**src/rtl/mips_pkg.sv**
```systemverilog
// Shared MIPS pipeline definitions: register-file constants and the hazard
// controller state encoding.
package mips_pkg;

  localparam int REG_ADDR_W = 5;
  localparam logic [REG_ADDR_W-1:0] REG_ZERO = 5'd0;

  localparam logic ST_RUN    = 1'b0;
  localparam logic ST_MDWAIT = 1'b1;

  typedef enum logic {
    RUN    = ST_RUN,
    MDWAIT = ST_MDWAIT
  } hz_state_e;

endpackage : mips_pkg

```
**src/rtl/hazard_ctrl_if.sv**
```systemverilog
// Decode/execute hazard bundle: the pipeline (master) drives the ID/EX
// observations, the hazard controller (slave) returns the stall/flush controls.
interface hazard_ctrl_if
  import mips_pkg::*;
#(
  parameter int CNT_W = 32
) ();

  logic [REG_ADDR_W-1:0] i_id_rs;
  logic [REG_ADDR_W-1:0] i_id_rt;
  logic                  i_id_uses_rs;
  logic                  i_id_uses_rt;
  logic                  i_id_uses_hilo;
  logic                  i_ex_memread;
  logic [REG_ADDR_W-1:0] i_ex_rt;
  logic                  i_ex_redirect;
  logic                  i_ex_muldiv;

  logic                  o_pc_we;
  logic                  o_ifid_we;
  logic                  o_ifid_flush;
  logic                  o_idex_flush;
  logic                  o_hilo_busy;
  logic [CNT_W-1:0]      o_stall_cnt;
  logic [CNT_W-1:0]      o_flush_cnt;

  modport master (
    output i_id_rs, i_id_rt, i_id_uses_rs, i_id_uses_rt, i_id_uses_hilo,
           i_ex_memread, i_ex_rt, i_ex_redirect, i_ex_muldiv,
    input  o_pc_we, o_ifid_we, o_ifid_flush, o_idex_flush, o_hilo_busy,
           o_stall_cnt, o_flush_cnt
  );

  modport slave (
    input  i_id_rs, i_id_rt, i_id_uses_rs, i_id_uses_rt, i_id_uses_hilo,
           i_ex_memread, i_ex_rt, i_ex_redirect, i_ex_muldiv,
    output o_pc_we, o_ifid_we, o_ifid_flush, o_idex_flush, o_hilo_busy,
           o_stall_cnt, o_flush_cnt
  );

endinterface : hazard_ctrl_if

```
**src/rtl/hazard_perf_cnt.sv**
```systemverilog
// Saturating event counter used for hazard performance statistics.
module hazard_perf_cnt #(
  parameter int CNT_W = 32
) (
  input  logic             i_clk,
  input  logic             i_rst_n,
  input  logic             i_inc,
  output logic [CNT_W-1:0] o_cnt
);

  logic [CNT_W-1:0] cnt_r;

  // Count qualifying cycles, holding at all-ones instead of wrapping.
  always_ff @(posedge i_clk or negedge i_rst_n) begin
    if (!i_rst_n) begin
      cnt_r <= {CNT_W{1'b0}};
    end else if (i_inc && (cnt_r != {CNT_W{1'b1}})) begin
      cnt_r <= cnt_r + {{(CNT_W-1){1'b0}}, 1'b1};
    end else begin
      cnt_r <= cnt_r;
    end
  end

  assign o_cnt = cnt_r;

endmodule : hazard_perf_cnt

```
**src/rtl/hazard_ctrl.sv**
```systemverilog
// Pipeline hazard controller: load-use stalls, redirect squashes and MULT/DIV
// busy window. Define HAZARD_CTRL_PERF_EN to build the stall/flush counters.
module hazard_ctrl
  import mips_pkg::*;
#(
  parameter int MULDIV_LAT = 8,
  parameter int CNT_W      = 32
) (
  input  logic          i_clk,
  input  logic          i_rst_n,
  hazard_ctrl_if.slave  hz
);

  localparam logic [7:0] MD_RELOAD = 8'(MULDIV_LAT - 1);

  hz_state_e  state_r;
  logic [7:0] md_cnt_r;
  logic       load_use_s;
  logic       hilo_haz_s;
  logic       pc_we_s;
  logic       ifid_we_s;
  logic       ifid_flush_s;
  logic       idex_flush_s;

  // Hazard detection; register 0 is hard-wired so it never creates a dependency.
  always_comb begin
    load_use_s = 1'b0;
    hilo_haz_s = 1'b0;
    if (hz.i_ex_memread && (hz.i_ex_rt != REG_ZERO)) begin
      load_use_s = (hz.i_id_uses_rs && (hz.i_id_rs == hz.i_ex_rt)) ||
                   (hz.i_id_uses_rt && (hz.i_id_rt == hz.i_ex_rt));
    end else begin
      load_use_s = 1'b0;
    end
    hilo_haz_s = ((state_r == MDWAIT) || hz.i_ex_muldiv) && hz.i_id_uses_hilo;
  end

  // Mealy control outputs; a redirect squashes the ID instruction, so it wins over any stall.
  always_comb begin
    pc_we_s      = 1'b0;
    ifid_we_s    = 1'b0;
    ifid_flush_s = 1'b0;
    idex_flush_s = 1'b0;
    if (!i_rst_n) begin
      pc_we_s      = 1'b0;
      ifid_we_s    = 1'b0;
      ifid_flush_s = 1'b0;
      idex_flush_s = 1'b0;
    end else if (hz.i_ex_redirect) begin
      pc_we_s      = 1'b1;
      ifid_we_s    = 1'b1;
      ifid_flush_s = 1'b1;
      idex_flush_s = 1'b1;
    end else if (hilo_haz_s || load_use_s) begin
      idex_flush_s = 1'b1;
    end else begin
      pc_we_s      = 1'b1;
      ifid_we_s    = 1'b1;
    end
  end

  // MULT/DIV busy tracker; a redirect does not cancel an already issued operation.
  always_ff @(posedge i_clk or negedge i_rst_n) begin
    if (!i_rst_n) begin
      state_r  <= RUN;
      md_cnt_r <= 8'd0;
    end else begin
      case (state_r)
        RUN: begin
          if (hz.i_ex_muldiv) begin
            state_r  <= MDWAIT;
            md_cnt_r <= MD_RELOAD;
          end else begin
            state_r  <= RUN;
            md_cnt_r <= md_cnt_r;
          end
        end
        MDWAIT: begin
          if (hz.i_ex_muldiv) begin
            state_r  <= MDWAIT;
            md_cnt_r <= MD_RELOAD;
          end else if (md_cnt_r <= 8'd1) begin
            state_r  <= RUN;
            md_cnt_r <= 8'd0;
          end else begin
            state_r  <= MDWAIT;
            md_cnt_r <= md_cnt_r - 8'd1;
          end
        end
        default: begin
          state_r  <= RUN;
          md_cnt_r <= 8'd0;
        end
      endcase
    end
  end

  assign hz.o_pc_we      = pc_we_s;
  assign hz.o_ifid_we    = ifid_we_s;
  assign hz.o_ifid_flush = ifid_flush_s;
  assign hz.o_idex_flush = idex_flush_s;
  assign hz.o_hilo_busy  = (state_r == MDWAIT);

`ifdef HAZARD_CTRL_PERF_EN
  hazard_perf_cnt #(.CNT_W(CNT_W)) u_stall_cnt (
    .i_clk   (i_clk),
    .i_rst_n (i_rst_n),
    .i_inc   (~ifid_we_s),
    .o_cnt   (hz.o_stall_cnt)
  );

  hazard_perf_cnt #(.CNT_W(CNT_W)) u_flush_cnt (
    .i_clk   (i_clk),
    .i_rst_n (i_rst_n),
    .i_inc   (ifid_flush_s),
    .o_cnt   (hz.o_flush_cnt)
  );
`else
  assign hz.o_stall_cnt = {CNT_W{1'b0}};
  assign hz.o_flush_cnt = {CNT_W{1'b0}};
`endif

endmodule : hazard_ctrl

```
**src/flat_wrapper.sv**
```systemverilog
// flat-port wrapper written by rule: the top's interface ports become plain ports
module hazard_ctrl_flat import mips_pkg::*;
#(
  parameter int MULDIV_LAT = 8,
  parameter int CNT_W      = 32
)
  (i_clk, i_rst_n, hz_i_id_rs, hz_i_id_rt, hz_i_id_uses_rs, hz_i_id_uses_rt, hz_i_id_uses_hilo, hz_i_ex_memread, hz_i_ex_rt, hz_i_ex_redirect, hz_i_ex_muldiv, hz_o_pc_we, hz_o_ifid_we, hz_o_ifid_flush, hz_o_idex_flush, hz_o_hilo_busy, hz_o_stall_cnt, hz_o_flush_cnt);
  hazard_ctrl_if #(.CNT_W(CNT_W)) hz_i ();
  input  logic i_clk;
  input  logic i_rst_n;
  input wire logic [$bits(hz_i.i_id_rs)-1:0] hz_i_id_rs;
  input wire logic [$bits(hz_i.i_id_rt)-1:0] hz_i_id_rt;
  input wire logic [$bits(hz_i.i_id_uses_rs)-1:0] hz_i_id_uses_rs;
  input wire logic [$bits(hz_i.i_id_uses_rt)-1:0] hz_i_id_uses_rt;
  input wire logic [$bits(hz_i.i_id_uses_hilo)-1:0] hz_i_id_uses_hilo;
  input wire logic [$bits(hz_i.i_ex_memread)-1:0] hz_i_ex_memread;
  input wire logic [$bits(hz_i.i_ex_rt)-1:0] hz_i_ex_rt;
  input wire logic [$bits(hz_i.i_ex_redirect)-1:0] hz_i_ex_redirect;
  input wire logic [$bits(hz_i.i_ex_muldiv)-1:0] hz_i_ex_muldiv;
  output wire logic [$bits(hz_i.o_pc_we)-1:0] hz_o_pc_we;
  output wire logic [$bits(hz_i.o_ifid_we)-1:0] hz_o_ifid_we;
  output wire logic [$bits(hz_i.o_ifid_flush)-1:0] hz_o_ifid_flush;
  output wire logic [$bits(hz_i.o_idex_flush)-1:0] hz_o_idex_flush;
  output wire logic [$bits(hz_i.o_hilo_busy)-1:0] hz_o_hilo_busy;
  output wire logic [$bits(hz_i.o_stall_cnt)-1:0] hz_o_stall_cnt;
  output wire logic [$bits(hz_i.o_flush_cnt)-1:0] hz_o_flush_cnt;
  assign hz_i.i_id_rs = hz_i_id_rs;
  assign hz_i.i_id_rt = hz_i_id_rt;
  assign hz_i.i_id_uses_rs = hz_i_id_uses_rs;
  assign hz_i.i_id_uses_rt = hz_i_id_uses_rt;
  assign hz_i.i_id_uses_hilo = hz_i_id_uses_hilo;
  assign hz_i.i_ex_memread = hz_i_ex_memread;
  assign hz_i.i_ex_rt = hz_i_ex_rt;
  assign hz_i.i_ex_redirect = hz_i_ex_redirect;
  assign hz_i.i_ex_muldiv = hz_i_ex_muldiv;
  assign hz_o_pc_we = hz_i.o_pc_we;
  assign hz_o_ifid_we = hz_i.o_ifid_we;
  assign hz_o_ifid_flush = hz_i.o_ifid_flush;
  assign hz_o_idex_flush = hz_i.o_idex_flush;
  assign hz_o_hilo_busy = hz_i.o_hilo_busy;
  assign hz_o_stall_cnt = hz_i.o_stall_cnt;
  assign hz_o_flush_cnt = hz_i.o_flush_cnt;
  hazard_ctrl #(.MULDIV_LAT(MULDIV_LAT), .CNT_W(CNT_W)) u_core (.i_clk(i_clk), .i_rst_n(i_rst_n), .hz(hz_i));
endmodule
```
**config.mk**
```make
export PLATFORM = sky130hd
export DESIGN_NAME = hazard_ctrl_flat
export DESIGN_NICKNAME = d
export VERILOG_FILES = /design/src/rtl/mips_pkg.sv /design/src/rtl/hazard_ctrl_if.sv /design/src/rtl/hazard_perf_cnt.sv /design/src/rtl/hazard_ctrl.sv /design/src/flat_wrapper.sv
export SDC_FILE = /design/constraint.sdc
export NUM_CORES = 1
export LEC_CHECK = 0
export CAP_MARGIN = 20
export CORE_ASPECT_RATIO = 0.7
export CORE_UTILIZATION = 34
export CTS_CLUSTER_DIAMETER = 100
export DETAILED_ROUTE_END_ITERATION = 6
export PLACE_DENSITY_LB_ADDON = 0.25
export SLEW_MARGIN = 5
export SYNTH_ARGS = -nofsm -noshare
export SYNTH_HDL_FRONTEND = slang
export SYNTH_SLANG_ARGS = --single-unit
```
**constraint.sdc**
```tcl
create_clock -name i_clk -period 3.13 [get_ports i_clk]
set_input_delay 0.939 -clock i_clk [delete_from_list [all_inputs] [get_ports i_clk]]
set_output_delay 0.939 -clock i_clk [all_outputs]
set_load 0.01 [all_outputs]
```
======== Yosys cells after proc, flatten, opt, wreduce, memory -nomap -nowiden ========
Index checks and enable logic that the tools add are counted.
word-level totals
  logic and storage cells ................. 33
  register bits ........................... 9
  output and inout port bits .............. 69
  bits of input ports ..................... 23
cells by class
  eq/ne operators ......................... 3
  reduce and logical (&&, ||, !) cells .... 8
  bitwise logic cells ..................... 1
  add/subtract/negate cells ............... 1
  multiplexer cells ....................... 17
  magnitude comparators ................... 1
operator list
  operator                                              number
  two-way mux 8 bit                                     3
  case mux 8 bit (2 select lines)                       1
  two-way mux 1 bit                                     12
  equality test 5 bit                                   2
  <= comparator 8 x 1 -> 1 bit (second input constant)  1
  subtractor 8 x 1 -> 8 bit (second input constant)     1
  nonzero test 5 bit                                    1
  logical AND 1 bit                                     4
  logical OR 1 bit                                      3
  inequality test 2 bit (second input constant)         1
  case mux 1 bit (2 select lines)                       1
  NOT 1 bit                                             1

======== Logic depth before layout (Yosys ltp) ========
Gate-level depths: netlist (run 1).
  depth in word-level cells ............... 8
  gate-level depth with buffers ........... 6

======== Least setup slack after synthesis (run 1) ========
Ideal clock, no wire load.
  path type ............................... input port to output port
  start ................................... input port hz_i_ex_rt[3]
  end ..................................... output port hz_o_pc_we
  path slack .............................. 0.171 ns
  arrival ................................. 2.020 ns
  data required time ...................... 2.191 ns
  path buffers ............................ 1
  stages on the path ...................... 5
  cell sequence ........................... xor2_1 -> nor4_1 -> a32oi_1 -> o311a_1 -> buf_4
between the ends
  cells in the longest elaborated chain, start to end .. 8
  elaborated cells between the ends (all ways) .. 12
ends and longest elaborated chain
  item                                    line                                  text
  from (decl)                             flat_wrapper.sv:17                    input wire logic [$bits(hz_i.i_ex_rt)-1:0] hz_i_ex_rt;
  equality test 5 bit (on tied branches)  hazard_ctrl.sv:30, hazard_ctrl.sv:31
  logical AND 1 bit (on tied branches)    hazard_ctrl.sv:30, hazard_ctrl.sv:31
  logical OR 1 bit                        hazard_ctrl.sv:30                     load_use_s = (hz.i_id_uses_rs && (hz.i_id_rs == hz.i_ex_rt)) ||
  two-way mux 1 bit (*)                   hazard_ctrl.sv:29                     if (hz.i_ex_memread && (hz.i_ex_rt != REG_ZERO)) begin
  logical OR 1 bit (*)                    hazard_ctrl.sv:54                     end else if (hilo_haz_s || load_use_s) begin
  two-way mux 1 bit (*) (3 in a row)      -
  to (decl)                               flat_wrapper.sv:20                    output wire logic [$bits(hz_i.o_pc_we)-1:0] hz_o_pc_we;
Every way passes the cells marked *; elsewhere a longest branch is shown, timed or not.

======== Worst setup path after layout (run 1) ========
  start ................................... input port hz_i_ex_rt[4]
  end ..................................... output port hz_o_ifid_we
between the ends
  cells in the longest elaborated chain, start to end .. 8
  elaborated cells between the ends (all ways) .. 12
ends and longest elaborated chain
  item                                    line                                  text
  equality test 5 bit (on tied branches)  hazard_ctrl.sv:30, hazard_ctrl.sv:31
  logical AND 1 bit (on tied branches)    hazard_ctrl.sv:30, hazard_ctrl.sv:31
  logical OR 1 bit                        hazard_ctrl.sv:30
  two-way mux 1 bit (*)                   hazard_ctrl.sv:29
  logical OR 1 bit (*)                    hazard_ctrl.sv:54
  two-way mux 1 bit (*)                   hazard_ctrl.sv:54
  two-way mux 1 bit (*)                   hazard_ctrl.sv:49                     end else if (hz.i_ex_redirect) begin
  two-way mux 1 bit (*)                   hazard_ctrl.sv:44                     if (!i_rst_n) begin
  to (decl)                               flat_wrapper.sv:21                    output wire logic [$bits(hz_i.o_ifid_we)-1:0] hz_o_ifid_we;
Marks and branches as above.

==> results.py, run 1 <==
metrics = {
    "run_status": {
        "status": "complete, but fails checks",
        "violations": "negative setup slack",
    },
    "min_path": {
        "hp-start": "u_core.md_cnt_r[2]$_DFFE_PN0N_",
        "min_path_cells": 1,
        "hold_class": "flip-flop to flip-flop",
        "holdPathEnd": "u_core.md_cnt_r[2]$_DFFE_PN0N_",
    },
    "logic_synthesis": {
        "synth-async-reset-ratio": 1.00,
        "ys_seq_elements": 9,
        "synth_top_area_frac": 0.417,
        "syn_area_per_cell_sq_um": 8.25,
        "synth_common_cells": "66 x buf_4, 9 x dfrtp_1, 8 x nand2_1, 8 x xor2_1, 7 x nor2_1",
        "synthCells": 144,
        "synth_edf_count": 0,
        "ys.flop_type": "dfrtp_1",
        "yosysSeqAreaShare": 0.189,
        "syn-cell-area_sq_um": 1190,
        "synthTopCellsByArea": "buf_4 42%, dfrtp_1 19%, xor2_1 5.9%",
        "synth_area_leader_cell": "buf_4",
        "synthDistinctLibCells": 36,
        "yosysMostFrequentCell": "buf_4",
        "yosys_warnings": 0,
    },
    "clocking": {
        "hold_buffers": 0,
        "cts-htree-levels": 1,
        "insertion_delay_ns": 0.24,
        "clockRootBuffer": "clkbuf_8",
        "numCtsBuffers": 3,
        "cts.sinks": 9,
        "cts_tree": "yes",
        "cts.path.max_buffers": 2,
        "clk_pin_slew_worst_paths_ns": 0.04,
    },
    "timing": {
        "rsz0062_at_grt": "yes",
        "fin_skew_ns": 0.00297,
        "tns_ns": -0.0580,
        "fin_crit_ns": 3.16,
        "finalCritPeriodShare": 1.01,
        "clock.fmax_mhz": 316,
        "finalHoldViolCount": 0,
        "setup_ws_ns": -0.0296,
        "setup_viol_count_final": 2,
        "slew_viol_final": 0,
    },
    "worst_setup_path": {
        "crit_path_max_fanout": 2,
        "worstReg2RegStart": "u_core.md_cnt_r[0]$_DFFE_PN0N_",
        "rr_worst_depth": 6,
        "timing.rr.end": "u_core.md_cnt_r[3]$_DFFE_PN0N_",
        "critical_path_class": "input pin to primary output",
        "regToRegSetupSlack_ns": 1.17,
        "arrival_ns": 2.22,
        "required_ns": 2.19,
        "cp-end-kind": "primary output",
        "worstSetupStartpointType": "input pin",
    },
    "final_layout": {
        "area_delta_synth_final_pct": 15.8,
        "multi_input_area_sq_um": 744,
        "num_antenna_cells": 0,
        "nFillCells": 332,
        "seq_area_sq_um": 225,
        "drive_gt1_frac": 0.228,
        "finalNetCount": 206,
    },
    "global_routing": {
        "grt.overflow.total": 0,
        "grt_usage": 0.124,
        "grt_pass1_vias": 761,
        "antenna_found_initial": 0,
        "grt_start_max_net_pins": 10,
        "grt_pass1_wl_um": 3470,
    },
    "detailed_routing": {
        "wl_per_cell_um": 9.94,
        "drc": 0,
        "drt_wl_total_um": 2260,
        "dr.pass1.iters": 4,
        "dr_total_vias": 903,
        "drt_iter0_drc": 47,
        "final_antenna_net_count": 0,
        "viasPerCell": 3.98,
    },
    "power_and_ir_drop": {
        "p_per_area_nw_per_um2": 308,
        "ir_worst_vdd_v": 0.000117,
        "power_mw": 0.424,
        "power.leakage_nw": 0.743,
    },
    "floorplanning": {
        "dieArea_sq_um": 3740,
        "boundaryPins": 92,
        "fp.dieH_um": 51.5,
        "core_area_sq_um": 3230,
        "initial_core_util": 0.368,
        "num_rows": 17,
        "die_w_um": 72.7,
    },
    "placement": {
        "gp_congestion": 0.783,
        "io_buffers": 27,
        "dp_hpwl_um": 1850,
    },
    "run": {
        "drv_cap": 0,
    },
}
## cell usage in the layout, fill, tap and decap left out, drive strengths merged, types with 2 or more instances in the layout
master          n
conb           64
buf            21
dfrtp           9
nand2           8
xor2            8
nor2            7
clkdlybuf4s50   6
dlygate4sd2     6
clkbuf          5
inv             4
a21oi           4
o21ai           4
nor4            3
xnor2           3
or4             3
o31ai           3
nand3           2
and2            2
ha              2
## cells by family after synthesis
group	count (synthesis)	synth area share
AOI/OAI and AO/OA	21	0.131
xor gates and xnor gates	11	0.0811
adders and majority gates	2	0.0210
buffers and inverters	70	0.429
DFF	9	0.189
other	1	0.00315
and+or+nand+nor	30	0.145
## critical path, stage by stage
cell     delay (ns)
buf_8          0.10
xor2_2         0.16
nor4_2         0.31
a32oi_2        0.19
o311a_1        0.37
buf_2          0.14
## flip-flops by register name, summed over array words and instances (netlist names)
| signal | cells |
|---|---|
| u_core.md_cnt_r | 8 |
| u_core.hz.o_hilo_busy | 1 |
## timing repair
action	4_1_cts	5_1_grt
endpoints found under the hold margin	0	0
pin swaps	12	4
gates resized for setup	72	8
gates cloned	0	0
endpoints found under the setup margin	4	3
buffers inserted	0	1
## worst max path at each step
stage,startpoint,slack (ns),endpoint,cells after the start
3_3_place_gp,hz_i_ex_rt[2],-0.78,hz_o_ifid_we,6
2_1_floorplan,hz_i_ex_rt[3],0.17,hz_o_pc_we,5
4_1_cts,hz_i_id_rs[3],-0.003,hz_o_ifid_we,6
5_1_grt,hz_i_ex_rt[4],-0.07,hz_o_pc_we,6
3_5_place_dp,hz_i_ex_rt[2],-0.79,hz_o_pc_we,6
6_report,hz_i_ex_rt[4],-0.03,hz_o_ifid_we,6
## layout make-up
class / count / share of cell area
multi-input combinational: 128 / 0.541
timing repair buffer: 35 / 0.209
sequential: 9 / 0.164
tap: 47 / 0.0427
clock buffer: 4 / 0.0327
inverter: 4 / 0.0109
## stage by stage
step	area (sq um)	worst slack, ns	instances	hold slack, ns	utilization
2_1_floorplan	1430	0.171	207	0.498	-
3_3_place_gp	1310	-0.783	222	0.527	0.406
3_5_place_dp	1310	-0.790	222	0.525	0.406
4_1_cts	1360	-0.00322	226	0.536	0.422
5_1_grt	1380	-0.0663	227	0.560	0.426
6_report	1380	-0.0296	227	0.541	0.426
## per-layer routing
metal	GRT usage	share of wire
met5	0	0
met4	0.0490	0.018
met3	0.0375	0.054
met2	0.190	0.48
met1	0.163	0.45
## power breakdown
part           leakage [nW]  switching, mW  internal (mW)
combinational         0.612         0.0856         0.0614
sequential            0.108         0.0148          0.125
clock                0.0228         0.0481         0.0889
total                 0.743          0.149          0.275
Note: power is estimated with default switching activity, not from simulation.
==> run 2, diff against run 1 <==
--- a/config.mk
+++ b/config.mk
@@ -7,6 +7,8 @@
 export LEC_CHECK = 0
 export CAP_MARGIN = 20
+export CELL_PAD_IN_SITES_DETAIL_PLACEMENT = 1
+export CELL_PAD_IN_SITES_GLOBAL_PLACEMENT = 2
 export CORE_ASPECT_RATIO = 0.7
-export CORE_UTILIZATION = 34
+export CORE_UTILIZATION = 17
 export CTS_CLUSTER_DIAMETER = 100
 export DETAILED_ROUTE_END_ITERATION = 6
==> constraint.sdc (replaced) <==
create_clock -name i_clk -period 3.13 [get_ports i_clk]
set_input_delay 0.939 -clock i_clk [delete_from_list [all_inputs] [get_ports i_clk]]
set_output_delay 0.939 -clock i_clk [all_outputs]
set_load 0.005 [all_outputs]
==> results.py, run 2 (synthesis gave the netlist of run 1 again) <==
metrics = {
    "run_status": {
        "status": "complete, no violations",
    },
    "worst_setup_path": {
        "critical_path_class": "input pin to primary output",
        "worstSetupStartpointType": "input pin",
        "crit_path_max_fanout": 2,
        "cp-end-kind": "primary output",
        "required_ns": 2.19,
        "arrival_ns": 2.16,
    },
    "final_layout": {
        "largest_reg_flops": 8,
        "most-common-layout-cells": "64 x conb_1, 9 x buf_4, 9 x dfrtp_1",
        "nFillCells": 854,
        "finalNetCount": 207,
        "fin_cells": 275,
        "final_common_cell": "conb_1",
        "area_delta_synth_final_pct": 17.9,
        "regMostFlops": "u_core.md_cnt_r",
        "num_antenna_cells": 0,
        "drive_gt1_frac": 0.215,
    },
    "clocking": {
        "hold_buffers": 0,
        "clk_pin_slew_worst_paths_ns": 0.05,
        "numCtsBuffers": 3,
        "cts-htree-levels": 1,
        "insertion_delay_ns": 0.23,
        "clockRootBuffer": "clkbuf_8",
        "cts.path.max_buffers": 2,
        "cts_tree": "yes",
        "cts.sinks": 9,
    },
    "timing": {
        "finalHoldViolCount": 0,
        "fin_crit_ns": 3.09,
        "clock.fmax_mhz": 323,
        "setup_viol_count_final": 0,
        "rsz0062_at_grt": "yes",
        "fin_skew_ns": 0.00172,
        "tns_ns": 0,
        "finalCritPeriodShare": 0.989,
        "slew_viol_final": 0,
        "setup_ws_ns": 0.0358,
    },
    "placement": {
        "place_inst": 270,
        "gp_congestion": 0.692,
        "dp_hpwl_um": 2190,
        "dp_worst_setup_slack_ns": -0.780,
        "io_buffers": 27,
    },
    "floorplanning": {
        "core_area_sq_um": 6760,
        "num_rows": 25,
        "dieArea_sq_um": 7340,
        "die_w_um": 102,
        "boundaryPins": 92,
        "initial_core_util": 0.176,
        "fp.dieH_um": 72.0,
    },
    "global_routing": {
        "grt_usage": 0.0686,
        "grt_pass1_wl_um": 3880,
        "grt_start_max_net_pins": 10,
        "antenna_found_initial": 0,
        "grt.overflow.total": 0,
        "grt_pass1_vias": 754,
    },
    "detailed_routing": {
        "drt_wl_total_um": 2600,
        "wl_per_cell_um": 9.46,
        "dr.pass1.iters": 4,
        "dr_total_vias": 867,
        "drt_iter0_drc": 12,
        "drc": 0,
        "final_antenna_net_count": 0,
        "viasPerCell": 3.15,
    },
    "power_and_ir_drop": {
        "ir_worst_vdd_v": 0.000118,
        "p_clk_frac": 0.344,
        "switchingPower_mw": 0.132,
        "power.internal_mw": 0.272,
        "p_per_area_nw_per_um2": 288,
        "power_mw": 0.404,
        "power_frac_seq": 0.348,
        "p_comb_frac": 0.308,
        "swShare": 0.326,
        "power.leakage_nw": 0.732,
    },
    "run": {
        "drv_cap": 0,
    },
    "min_path": {
        "hold_class": "flip-flop to flip-flop",
    },
}
## run 2: cell types whose count changed in the layout (fill, tap and decap cells not counted), sizes merged
cell / previous run / this run
clkbuf: 5 / 7
clkdlybuf4s15: 1 / 0
## run 2: timing repair
| action | CTS | global route |
|---|---|---|
| buffers inserted | 1 | 0 |
| pin swaps | 12 | 5 |
| cloned | 0 | 0 |
| setup endpoints to repair | 4 | 3 |
| resized for setup | 67 | 6 |
## run 2: power by group through the flow
stage | clock (mW) | sequential [mW] | combinational, mW
2_1_floorplan | 0 | 0.132 | 0.136
3_3_place_gp | 0 | 0.143 | 0.130
3_5_place_dp | 0 | 0.142 | 0.128
4_1_cts | 0.143 | 0.140 | 0.122
5_1_grt | 0.154 | 0.142 | 0.142
6_report | 0.139 | 0.141 | 0.124
## run 2: final cells by class
class	instances	area (sq um)	area share
multi-input combinational	128	718	0.513
sequential	9	225	0.161
timing repair buffer	36	280	0.200
tap	94	118	0.0839
clock buffer	4	45.0	0.0321
inverter	4	15.0	0.0107
## run 2: per-stage QoR
stage | cell area (sq um) | hold slack (ns) | util
6_report | 1400 | 0.538 | 0.207
5_1_grt | 1400 | 0.576 | 0.207
4_1_cts | 1400 | 0.543 | 0.207
3_5_place_dp | 1380 | 0.539 | 0.204
3_3_place_gp | 1380 | 0.537 | 0.204
2_1_floorplan | 1430 | 0.498 | -
## run 2: per-layer routing
metal / up-vias / part of all wire / global-route usage
li1: 428 / - / -
met1: 401 / 0.47 / 0.0977
met2: 36 / 0.47 / 0.104
met3: 2 / 0.044 / 0.0145
met4: 0 / 0.0081 / 0.0190
met5: - / 0 / 0
## run 2: worst paths after layout
check,cells past startpoint,start,slack [ns],to
max in group asynchronous,2,i_rst_n,2.07,u_core.md_cnt_r[5]$_DFFE_PN0N_
min reg2reg,1,u_core.md_cnt_r[2]$_DFFE_PN0N_,0.54,u_core.md_cnt_r[2]$_DFFE_PN0N_
max reg2reg,6,u_core.md_cnt_r[0]$_DFFE_PN0N_,1.08,u_core.md_cnt_r[3]$_DFFE_PN0N_
min in group asynchronous,2,i_rst_n,0.92,u_core.hz.o_hilo_busy$_DFF_PN0_
min,1,u_core.md_cnt_r[2]$_DFFE_PN0N_,0.54,u_core.md_cnt_r[2]$_DFFE_PN0N_
max,6,hz_i_id_rt[3],0.04,hz_o_ifid_we
## run 2: critical path: stages
cell,delay (ns)
dlygate4sd2_1,0.25
xor2_1,0.15
nor4_1,0.18
a32oi_1,0.12
o311a_1,0.37
buf_2,0.13
==> run 3, diff against run 2 <==
CELL_PAD_IN_SITES_DETAIL_PLACEMENT = 0   (was 1)
CELL_PAD_IN_SITES_GLOBAL_PLACEMENT = 1   (was 2)
CORE_UTILIZATION = 22   (was 17)
SLEW_MARGIN = 10   (was 5)
==> results.py, run 3 (synthesis gave the netlist of run 1 again) <==
metrics = {
    "worst_setup_path": {
        "arrival_ns": 2.27,
        "slowest_delay_ns": 0.33,
        "worstSetupStartpointType": "input pin",
        "critical_path_class": "input pin to primary output",
        "required_ns": 2.19,
        "worstPathCellList": "buf_8 > buf_6 > xor2_1 > nor4_1 > a32oi_1 > o311a_1 > buf_4 > buf_6",
        "crit_path_max_fanout": 3,
        "critical_path_buf_inv_count": 4,
        "cp-end-kind": "primary output",
        "critical_path.most_common_cell": "buf_6",
        "regToRegSetupSlack_ns": 1.15,
        "cp_top_family": "compound AO/OA/AOI/OAI gates",
        "worst_path_max_delay_cell": "o311a_1",
    },
    "final_layout": {
        "drive_gt1_frac": 0.196,
        "final_common_cell": "conb_1",
        "nFillCells": 547,
        "largest_reg_flops": 8,
        "fin_cells": 253,
        "most-common-layout-cells": "64 x conb_1, 11 x buf_4, 9 x dfrtp_1",
        "finalNetCount": 210,
        "regMostFlops": "u_core.md_cnt_r",
        "num_antenna_cells": 0,
        "area_delta_synth_final_pct": 20.8,
    },
    "power_and_ir_drop": {
        "power_mw": 0.405,
        "ir_worst_vdd_v": 0.0000926,
        "p_per_area_nw_per_um2": 282,
        "power.leakage_nw": 0.758,
    },
    "timing": {
        "slew_viol_final": 0,
        "clock.fmax_mhz": 311,
        "fin_crit_ns": 3.21,
        "finalCritPeriodShare": 1.03,
        "setup_viol_count_final": 1,
        "rsz0062_at_grt": "yes",
        "setup_ws_ns": -0.0832,
        "finalHoldViolCount": 0,
        "fin_skew_ns": 0.00382,
    },
    "global_routing": {
        "grt_pass1_vias": 711,
        "grt_pass1_wl_um": 3430,
        "grt_start_max_net_pins": 10,
        "grt_use_met2": 0.126,
        "grt.overflow.total": 0,
        "antenna_found_initial": 0,
        "met3_usage": 0.0169,
        "grt_usage": 0.0760,
        "met1_usage": 0.101,
        "busiest_layer": "met2",
    },
    "floorplanning": {
        "num_rows": 21,
        "initial_core_util": 0.238,
        "core_area_sq_um": 4990,
        "die_w_um": 89.9,
        "boundaryPins": 92,
        "dieArea_sq_um": 5710,
        "fp.dieH_um": 63.5,
    },
    "placement": {
        "dp_hpwl_um": 2040,
        "io_buffers": 27,
        "place_inst": 247,
        "gp_congestion": 0.861,
    },
    "clocking": {
        "clockRootBuffer": "clkbuf_8",
        "cts-htree-levels": 1,
        "insertion_delay_ns": 0.23,
        "numCtsBuffers": 3,
        "cts.sinks": 9,
        "cts_tree": "yes",
        "cts.path.max_buffers": 2,
        "clk_pin_slew_worst_paths_ns": 0.04,
    },
    "detailed_routing": {
        "drt_iter0_drc": 25,
        "dr.pass1.iters": 4,
        "drt_wl_total_um": 2350,
        "final_antenna_net_count": 0,
        "viasPerCell": 3.47,
        "drc": 0,
        "dr_total_vias": 877,
        "wl_per_cell_um": 9.28,
    },
    "run_status": {
        "status": "complete, but fails checks",
        "violations": "negative setup slack",
    },
    "run": {
        "drv_cap": 0,
    },
    "min_path": {
        "hold_class": "flip-flop to flip-flop",
    },
}
-- run 3: cell types whose count changed in the layout (fill, tap and decap cells not counted), sizes merged --
cell           change
clkdlybuf4s50      +1
clkbuf             -3
clkdlybuf4s15      +5
buf                -1
dlymetal6s2s       +1
-- run 3: final cells by class --
cell class | instances | area [sq um] | share of cell area
flip-flops and latches | 9 | 225 | 0.157
repair buffers | 39 | 338 | 0.235
inverters | 4 | 15.0 | 0.0105
well taps | 69 | 86.3 | 0.0601
clock buffers | 4 | 45.0 | 0.0314
multi-input cells | 128 | 727 | 0.506
-- run 3: stage by stage --
step / hold slack [ns] / cell area, sq um / setup TNS, ns / setup WS [ns] / util
floorplan: 0.498 / 1430 / 0 / 0.215 / -
global placement: 0.530 / 1360 / -2.31 / -0.739 / 0.273
detailed placement: 0.537 / 1360 / -2.30 / -0.752 / 0.273
CTS: 0.541 / 1410 / -0.0734 / -0.0734 / 0.282
global route: 0.561 / 1440 / -0.144 / -0.122 / 0.288
finish: 0.541 / 1440 / -0.0832 / -0.0832 / 0.288
-- run 3: path summary, 6_finish.rpt --
| check | from | end | cells after the start |
|---|---|---|---|
| max in group asynchronous | i_rst_n | u_core.md_cnt_r[2]$_DFFE_PN0N_ | 2 |
| hold / removal | u_core.md_cnt_r[2]$_DFFE_PN0N_ | u_core.md_cnt_r[2]$_DFFE_PN0N_ | 1 |
| setup / recovery | hz_i_ex_rt[2] | hz_o_ifid_we | 8 |
| setup reg to reg | u_core.md_cnt_r[0]$_DFFE_PN0N_ | u_core.md_cnt_r[3]$_DFFE_PN0N_ | 6 |
| hold reg to reg | u_core.md_cnt_r[2]$_DFFE_PN0N_ | u_core.md_cnt_r[2]$_DFFE_PN0N_ | 1 |
| min in group asynchronous | i_rst_n | u_core.md_cnt_r[5]$_DFFE_PN0N_ | 2 |
-- run 3: where the power goes --
part | internal, mW | switching, mW | total (mW)
Sequential | 0.125 | 0.0147 | 0.140
Clock | 0.0887 | 0.0454 | 0.134
Combinational | 0.0643 | 0.0669 | 0.131
Total | 0.278 | 0.127 | 0.405
-- run 3: repair_timing --
item | CTS | global route
hold buffers | 0 | 0
setup endpoints to repair | 4 | 3
resized for setup | 58 | 6
setup buffers | 2 | 0
pin swaps | 10 | 6
-- run 3: routing by layer --
layer | wire, um | vias to the layer above
met4 | 15 | 0
met5 | 0 | -
met2 | 1180 | 41
met3 | 118 | 2
met1 | 1040 | 402
li1 | - | 432
==> RTL change: new RTL, flow settings as in run 1 <==
The option `HAZARD_CTRL_PERF_EN` is turned on by a define.
--- a/src/rtl/hazard_ctrl.sv
+++ b/src/rtl/hazard_ctrl.sv
@@ -1,5 +1,7 @@
 // Pipeline hazard controller: load-use stalls, redirect squashes and MULT/DIV
 // busy window. Define HAZARD_CTRL_PERF_EN to build the stall/flush counters.
+`define HAZARD_CTRL_PERF_EN
+
 module hazard_ctrl
   import mips_pkg::*;
 #(
Behaviour: not the same (a bounded check fails within 4 cycles, from zero or initial values and one cycle with i_rst_n low).
==> RTL change against run 1 <==
The flow still finishes with violations (setup timing); maximum frequency rose by 0.32%; synthesized cell count rose by 150%; cell area rose to 3.8 times the old value; total power rose to 6.8 times the old value; synthesized area rose to 3.2 times the old value; worst setup slack improved by 0.010 ns; critical path depth did not move; global-route usage rose by 5.0 points; sequential cell count rose by 64; routed wire length rose to 4.1 times the old value; critical endpoint unchanged.
==> RTL change: results (changes against run 1) <==
outcome: "complete, but fails checks"  # unchanged
violations: "setup timing"  # unchanged
drtIter0Drc: 118  # was 47
ir_worst_vdd_uv: 472.6  # was 116.9 µV
wl_mm: 9.310  # was 2.257 mm
insertion_delay_ns: 0.33  # was 0.24 ns
async_reset_ff_share_pct: 100.0  # unchanged
synth-seq-area-share_pct: 48.39  # was 18.95%
setup_slack_ns: -0.01962  # was -0.02964 ns
p_per_area_mw_per_mm2: 542.7  # was 307.8 mW/mm²
port-buffer-count: 91  # was 27
fillers: 973  # was 332
viasPerCell: 4.881  # was 3.978
synth_cell_types: 46  # was 36
synth_area_leaders: "dfrtp_1 (48%), xor2_1 (11%), xnor2_1 (5.1%)"  # was buf_4 (42%), dfrtp_1 (19%), xor2_1 (5.9%)
nNetsFinal: 497  # was 206
reg2reg_depth: 7  # was 6
grt_max_degree: 49  # was 10
h-tree-depth: 3  # was 1
cts_buffers: 9  # was 3
fin_setup_tns_ns: -0.03918  # was -0.05799 ns
placed_area_mm2: 0.004972  # was 0.001311 mm²
setup_violations: 2  # unchanged
grt_pass1_wl_mm: 15.64  # was 3.470 mm
yosys-top-cells-count: "dfrtp_1 (73), xor2_1 (48), nand2_1 (34)"  # was buf_4 (66), dfrtp_1 (9), nand2_1 (8), xor2_1 (8), nor2_1 (7)
p_int_mw: 2.012  # was 0.2752 mW
grt_pass1_vias: 3035  # was 761
worst-path-max-fanout: 3  # was 2
p_leak_nw: 2.259  # was 0.7427 nW
place_worst_setup_slack_ns: -0.8358  # was -0.7899 ns
grt_usage_pct: 17.38  # was 12.41%
drive_gt1_share_pct: 16.28  # was 22.78%
place_congestion: 0.8162  # was 0.7832
dp_hpwl_mm: 6.830  # was 1.846 mm
path_clk_slew_ns: 0.05
-- RTL change: changes by cell type in the layout (fill, tap and decap cells not counted), moves of 16 or more --
cell and delta:
dfrtp_1 +64, nand4_1 +18, nor3_1 +16, xor2_1 +39, conb_1 -64, nand2_1 +26, clkdlybuf4s50_1 +65, nand3_1 +16
xnor2_1 +19
-- RTL change: logic make-up after synthesis --
family,share of synthesized area (%)
adders and majority gates,1.326
AOI/OAI and AO/OA,4.110
xor gates and xnor gates,16.24
DFF,48.39
buffers and inverters,2.155
muxes,1.160
and+or+nand+nor,26.62
-- RTL change: repair_timing --
action                                  in CTS  in global routing
endpoints found under the setup margin       6                  3
pin swaps                                   11                  8
setup buffers                                1                  0
resized for setup                           61                 14
-- RTL change: area by class of cell --
class	count	share of cell area (%)
tap	148	3.511
inverter	7	0.4982
multi-input combinational	267	36.96
clock buffer	11	4.792
sequential	73	34.64
clock inverter	3	0.3321
timing repair buffer	112	19.26
-- RTL change: path summary, 6_finish.rpt --
kind | startpoint | to | slack [ns]
worst max-delay path | hz_i_id_rt[1] | hz_o_ifid_we | -0.02
worst min-delay path | u_core.u_stall_cnt.o_cnt[19] | u_core.u_stall_cnt.o_cnt[19] | 0.49
worst max register to register | u_core.u_stall_cnt.o_cnt[0] | u_core.u_stall_cnt.o_cnt[3] | 0.64
worst min register to register | u_core.u_stall_cnt.o_cnt[19] | u_core.u_stall_cnt.o_cnt[19] | 0.49
max in group asynchronous | i_rst_n | u_core.u_stall_cnt.o_cnt[31] | 1.96
min in group asynchronous | i_rst_n | u_core.md_cnt_r[6] | 0.55
-- RTL change: per-stage QoR --
stage | hold slack [ns] | cells
2_1_floorplan | 0.5058 | 355
3_3_place_gp | 0.4795 | 606
3_5_place_dp | 0.4816 | 606
4_1_cts | 0.4914 | 621
5_1_grt | 0.5084 | 621
6_report | 0.4886 | 621
-- RTL change: power by group through the flow --
stage          clock network (mW)  registers [mW]  logic (mW)
5_1_grt                      1.02            1.28       0.736
4_1_cts                     0.966            1.25       0.670
3_5_place_dp                    0            1.26       0.669
6_report                    0.938            1.25       0.670
3_3_place_gp                    0            1.26       0.661
2_1_floorplan                   0            1.29       0.244
-- RTL change: per-layer routing --
metal	part of all wire (%)	routed length, µm	global-route usage (%)
met3	4.9	458	5.179
met2	42	3935	24.18
met5	0	0	0
met1	51	4782	25.52
met4	1.4	134	5.490
